## src/rtl/game_tick_controller_if.sv

```systemverilog
// Control pulses in, divider/tick status out, for the game tick controller.
interface game_tick_controller_if #(
  parameter int WIDTH = 10
);
  logic             start;
  logic             pause;
  logic             collide;
  logic             speed_up;
  logic [WIDTH-1:0] period_max;
  logic [WIDTH-1:0] min_max;
  logic             tick;
  logic [WIDTH-1:0] count;
  logic [WIDTH-1:0] cur_max;
  logic [WIDTH-1:0] tick_count;
  logic [1:0]       state;

  modport master (
    output start, pause, collide, speed_up, period_max, min_max,
    input  tick, count, cur_max, tick_count, state
  );

  modport slave (
    input  start, pause, collide, speed_up, period_max, min_max,
    output tick, count, cur_max, tick_count, state
  );
endinterface

```

## src/rtl/game_tick_controller.sv

```systemverilog
// Game-step tick generator: programmable divider with speed-up, pause and game-over control.
// Every output is a register; tick pulses in the cycle count has just wrapped to zero.
module game_tick_controller #(
  parameter int               WIDTH = 10,
  parameter logic [WIDTH-1:0] STEP  = WIDTH'(16)
) (
  input logic                   clock,
  input logic                   reset,
  game_tick_controller_if.slave bus
);

  localparam logic [1:0] ST_IDLE  = 2'b00;
  localparam logic [1:0] ST_RUN   = 2'b01;
  localparam logic [1:0] ST_PAUSE = 2'b10;
  localparam logic [1:0] ST_OVER  = 2'b11;

  logic [1:0]       state_q;
  logic [WIDTH-1:0] count_q;
  logic [WIDTH-1:0] cur_max_q;
  logic [WIDTH-1:0] tick_count_q;
  logic             tick_q;
  logic             pending_q;

  logic [WIDTH-1:0] start_max;
  logic [WIDTH-1:0] stepped;
  logic [WIDTH-1:0] next_max;
  logic             pend_eff;

  always_comb begin
    start_max = (bus.period_max > bus.min_max) ? bus.period_max : bus.min_max;
    // Saturate at zero before clamping to the floor so the period never underflows.
    stepped   = (cur_max_q >= STEP) ? (cur_max_q - STEP) : '0;
    next_max  = (stepped > bus.min_max) ? stepped : bus.min_max;
    // A speed-up arriving in the wrap cycle itself is honoured at that wrap.
    pend_eff  = pending_q | bus.speed_up;
  end

  always_ff @(posedge clock) begin
    if (reset) begin
      state_q      <= ST_IDLE;
      count_q      <= '0;
      cur_max_q    <= '0;
      tick_count_q <= '0;
      tick_q       <= 1'b0;
      pending_q    <= 1'b0;
    end else begin
      tick_q <= 1'b0;
      case (state_q)
        ST_IDLE, ST_OVER: begin
          if (bus.start) begin
            state_q      <= ST_RUN;
            count_q      <= '0;
            tick_count_q <= '0;
            pending_q    <= 1'b0;
            cur_max_q    <= start_max;
          end
        end
        ST_RUN: begin
          if (bus.collide) begin
            state_q <= ST_OVER;
          end else if (bus.pause) begin
            state_q <= ST_PAUSE;
          end else if (count_q == cur_max_q) begin
            count_q      <= '0;
            tick_q       <= 1'b1;
            tick_count_q <= tick_count_q + WIDTH'(1);
            pending_q    <= 1'b0;
            if (pend_eff) begin
              cur_max_q <= next_max;
            end
          end else begin
            count_q   <= count_q + WIDTH'(1);
            pending_q <= pend_eff;
          end
        end
        ST_PAUSE: begin
          if (bus.collide) begin
            state_q <= ST_OVER;
          end else if (bus.pause) begin
            state_q <= ST_RUN;
          end else if (bus.speed_up) begin
            pending_q <= 1'b1;
          end
        end
        default: state_q <= ST_IDLE;
      endcase
    end
  end

  assign bus.state      = state_q;
  assign bus.count      = count_q;
  assign bus.cur_max    = cur_max_q;
  assign bus.tick_count = tick_count_q;
  assign bus.tick       = tick_q;

endmodule

```

## src/flat_wrapper.sv

```systemverilog
// flat-port wrapper written by rule: the top's interface ports become plain ports
module game_tick_controller_flat 
#(
  parameter int               WIDTH = 10,
  parameter logic [WIDTH-1:0] STEP  = WIDTH'(16)
)
  (clock, reset, bus_start, bus_pause, bus_collide, bus_speed_up, bus_period_max, bus_min_max, bus_tick, bus_count, bus_cur_max, bus_tick_count, bus_state);
  game_tick_controller_if #(.WIDTH(WIDTH)) bus_i ();
  input logic clock;
  input logic reset;
  input wire logic [$bits(bus_i.start)-1:0] bus_start;
  input wire logic [$bits(bus_i.pause)-1:0] bus_pause;
  input wire logic [$bits(bus_i.collide)-1:0] bus_collide;
  input wire logic [$bits(bus_i.speed_up)-1:0] bus_speed_up;
  input wire logic [$bits(bus_i.period_max)-1:0] bus_period_max;
  input wire logic [$bits(bus_i.min_max)-1:0] bus_min_max;
  output wire logic [$bits(bus_i.tick)-1:0] bus_tick;
  output wire logic [$bits(bus_i.count)-1:0] bus_count;
  output wire logic [$bits(bus_i.cur_max)-1:0] bus_cur_max;
  output wire logic [$bits(bus_i.tick_count)-1:0] bus_tick_count;
  output wire logic [$bits(bus_i.state)-1:0] bus_state;
  assign bus_i.start = bus_start;
  assign bus_i.pause = bus_pause;
  assign bus_i.collide = bus_collide;
  assign bus_i.speed_up = bus_speed_up;
  assign bus_i.period_max = bus_period_max;
  assign bus_i.min_max = bus_min_max;
  assign bus_tick = bus_i.tick;
  assign bus_count = bus_i.count;
  assign bus_cur_max = bus_i.cur_max;
  assign bus_tick_count = bus_i.tick_count;
  assign bus_state = bus_i.state;
  game_tick_controller #(.WIDTH(WIDTH), .STEP(STEP)) u_core (.clock(clock), .reset(reset), .bus(bus_i));
endmodule
```

## config.mk

```make
export PLATFORM = sky130hd
export DESIGN_NAME = game_tick_controller_flat
export DESIGN_NICKNAME = d
export VERILOG_FILES = /design/src/rtl/game_tick_controller_if.sv /design/src/rtl/game_tick_controller.sv /design/src/flat_wrapper.sv
export SDC_FILE = /design/constraint.sdc
export NUM_CORES = 1
export LEC_CHECK = 0
export CAP_MARGIN = 20
export CORE_MARGIN = 2
export CORE_UTILIZATION = 47
export CTS_BUF_LIST = sky130_fd_sc_hd__clkbuf_8
export DETAILED_ROUTE_END_ITERATION = 8
export PLACE_DENSITY_LB_ADDON = 0.05
export SYNTH_ARGS = -nofsm -noshare
export SYNTH_HDL_FRONTEND = slang
export SYNTH_SLANG_ARGS = --single-unit
```

## constraint.sdc

```tcl
create_clock -name clock -period 3.1 [get_ports clock]
set_clock_uncertainty 0.2 [all_clocks]
set_input_delay 0.62 -clock clock [delete_from_list [all_inputs] [get_ports clock]]
set_output_delay 0.62 -clock clock [all_outputs]
set_load 0.03 [all_outputs]
```

==> reports/results.ini <==
[logic_synthesis]
synth_top_family_by_area = simple AND/OR/NAND/NOR gates
synth_flop_cell = dfxtp_1
synth-edff-count = 0
synth_cell_types = 51
synth_largest_area_cell = dfxtp_1
synth_mux_area_share_pct = 0
ys_seq_area_share_pct = 28.0
synth-simple-area-share_pct = 22.0
async_flop_share_pct = 0
syn_nets = 342
syn_area_um2 = 2430
synth_compound_area_share_pct = 21.3
syn_area_per_cell_um2 = 8.37
syn_inst = 290
yosys-top-cells-area = dfxtp_1 (28%), ha_1 (13%), nor2_1 (6.2%), xnor2_1 (5.1%), xor2_1 (4.3%)
ys_ff_latch = 34
ys_warn_count = 0
synth_xor_area_share_pct = 10.7
synthAdderAreaFrac_pct = 13.4
yosysTopAreaCellShare_pct = 28.0

[sta]
finalSetupViolations = 10
rsz0062_at_grt = true
fin_crit_ns = 3.17
relSlewSlack_pct = 70.6
worst_slew_pin_slew_ns = 0.440
hold_ws_ns = 0.307
period_share_pct = 102
fmax_mhz = 315
hold_viol = 0
slew_violations = 0
finalWorstSetupSlack_ns = -0.0725

[floorplanning]
start_util_pct = 48.1
die_w_um = 75.9
io_pins = 59
dieArea_um2 = 5760
core_area_um2 = 5040
std_cell_rows = 26
die_y_um = 75.9

[cts]
insertion_delay_ns = 0.29
cts.path.max_buffers = 2
h-tree-depth = 2
numCtsBuffers = 5
clockRootBuffer = clkbuf_8
clk_pin_slew_ns = 0.07
clock-sinks = 34
cts_tree = done

[critical_path]
path_max_fanout = 6
crit_type = register to register
start_kind = register
cp.required_ns = 3.07
end_kind = register
worstPathArrival_ns = 3.14
r2r_cells = 16

[final_layout]
area_growth_pct = 44.8
multiInputGateArea_um2 = 1810
num_antenna_cells = 0
final-seq-area_um2 = 683
stdcell_count = 443
drive_above_1_share_pct = 20.4
fin_nets = 424
layout_commonest_cell = clkdlybuf4s50_1
final_cell_mix = clkdlybuf4s50_1 (58), nor2_1 (35), dfxtp_1 (32), nand2_1 (23), ha_1 (22)
fillers = 408

[placement]
dp_worst_setup_slack_ns = -0.262
gp_congestion = 0.884
post-dp-hpwl_um = 4910
port_buffers = 58
dpl.cell_count = 430

[global_routing]
grt_first_pass_wirelength_um = 10200
track_usage_pct = 23.5
grt_pass1_vias = 2276
antenna_found_initial = 0
grt_max_degree = 12
grt_remaining_overflow = 0

[detailed_routing]
drt-total-wl_um = 6350
vias = 2387
via_per_inst = 5.39
drc = 0
ant_nets = 0
dr.pass1.iters = 4
drt_iter0_drc = 96
wl_per_cell_um = 14.3

[pwr]
ir_drop_mv = 0.650
power_density_nw_per_um2 = 957
leakage_nw = 1.34

[min_path]
hp-class = register to register
hold_depth = 2

[outcome]
status = complete, but fails checks
failed_checks = negative setup slack

[flow_run]
drv_cap = 0

==> state kept, by name, summed over array words and instances (netlist names) <==
name / count
u_core.bus.count: 10
u_core.bus.cur_max: 10
u_core.bus.state: 2
u_core.bus.tick: 1
u_core.bus.tick_count: 10
u_core.pending_q: 1
==> cell usage after synthesis, drive strengths merged, types with 2 or more instances <==
library cell and count:
nor2 40, dfxtp 34, ha 26, nand2 23, inv 19, a21oi 16, xnor2 16, o21ai 13
nand4 12, xor2 12, a22oi 11, nand3 7, o211ai 6, and2 5, nand2b 5, buf 4
nor3 4, o2bb2ai 4, clkbuf 3, a211oi 2, a31oi 2, a32oi 2, and4 2, nor2b 2
nor4 2, o21bai 2, or3 2
==> routing by layer <==
metal	vias to the layer above	routed length, µm	track usage (%)
met3	10	308	6.08
met1	1119	2910	29.5
met5	-	0	0
met4	0	82	7.60
li1	1197	-	-
met2	61	3050	39.3
==> power breakdown <==
group | internal [W] | switching, W | total [W]
Clock | 0.000178 | 0.000166 | 0.000344
Sequential | 0.000507 | 0.0000561 | 0.000563
Combinational | 0.00112 | 0.00134 | 0.00246
==> metrics by stage <==
stage | setup TNS, ns | utilization [%] | total power (W) | cell area [µm²]
6_report | -0.329 | 69.7 | 0.00336 | 3510
5_1_grt | -1.96 | 69.7 | 0.00360 | 3510
4_1_cts | -0.304 | 68.4 | 0.00318 | 3450
2_1_floorplan | -0.00590 | - | 0.00192 | 2460
3_5_place_dp | -2.14 | 64.0 | 0.00255 | 3230
3_3_place_gp | -1.39 | 64.0 | 0.00252 | 3230
==> layout make-up <==
type | instances | area share (%)
Clock buffer | 6 | 2.35
Tap cell | 70 | 2.49
Sequential cell | 34 | 19.4
Multi-Input combinational cell | 230 | 51.4
Clock inverter | 2 | 0.356
Inverter | 19 | 2.03
Timing Repair Buffer | 82 | 22.0
==> timing repair <==
item / 4_1_cts / 5_1_grt
buffers inserted: 4 / 2
pin swaps: 3 / 4
hold buffers: 0 / 0
endpoints found under the setup margin: 10 / 10
resized for setup: 24 / 7
==> logic make-up (layout without fill, tap and decap cells) <==
group	Yosys count	in the layout
compound gates	68	68
xor+xnor	28	28
fa+ha+maj	26	26
buf+inv	26	109
flops	34	34
simple gates	108	108
==> path summary, 6_finish.rpt <==
| check | endpoint | start | slack, ns |
|---|---|---|---|
| worst min register to register | u_core.bus.tick_count[5]$_SDFFE_PP0P_ | u_core.bus.tick_count[5]$_SDFFE_PP0P_ | 0.31 |
| worst max-delay path | u_core.bus.cur_max[6]$_SDFFE_PP0P_ | u_core.bus.cur_max[5]$_SDFFE_PP0P_ | -0.07 |
| worst max register to register | u_core.bus.cur_max[6]$_SDFFE_PP0P_ | u_core.bus.cur_max[5]$_SDFFE_PP0P_ | -0.07 |
| worst min-delay path | u_core.bus.tick_count[5]$_SDFFE_PP0P_ | u_core.bus.tick_count[5]$_SDFFE_PP0P_ | 0.31 |
==> critical path, stage by stage (launching register included) <==
cell and delay [ns]:
dfxtp_2 0.32, inv_2 0.07, ha_4 0.14, nand2b_4 0.05, or4_4 0.44, a21oi_4 0.25, buf_6 0.15, a21oi_2 0.03
ha_1 0.26, and4_4 0.21, o211ai_1 0.10, nor4b_4 0.15, nand2_1 0.13, o21ai_4 0.10, buf_6 0.14, a221oi_4 0.23
o21ai_1 0.08
Power figures use the tool's default switching activity.
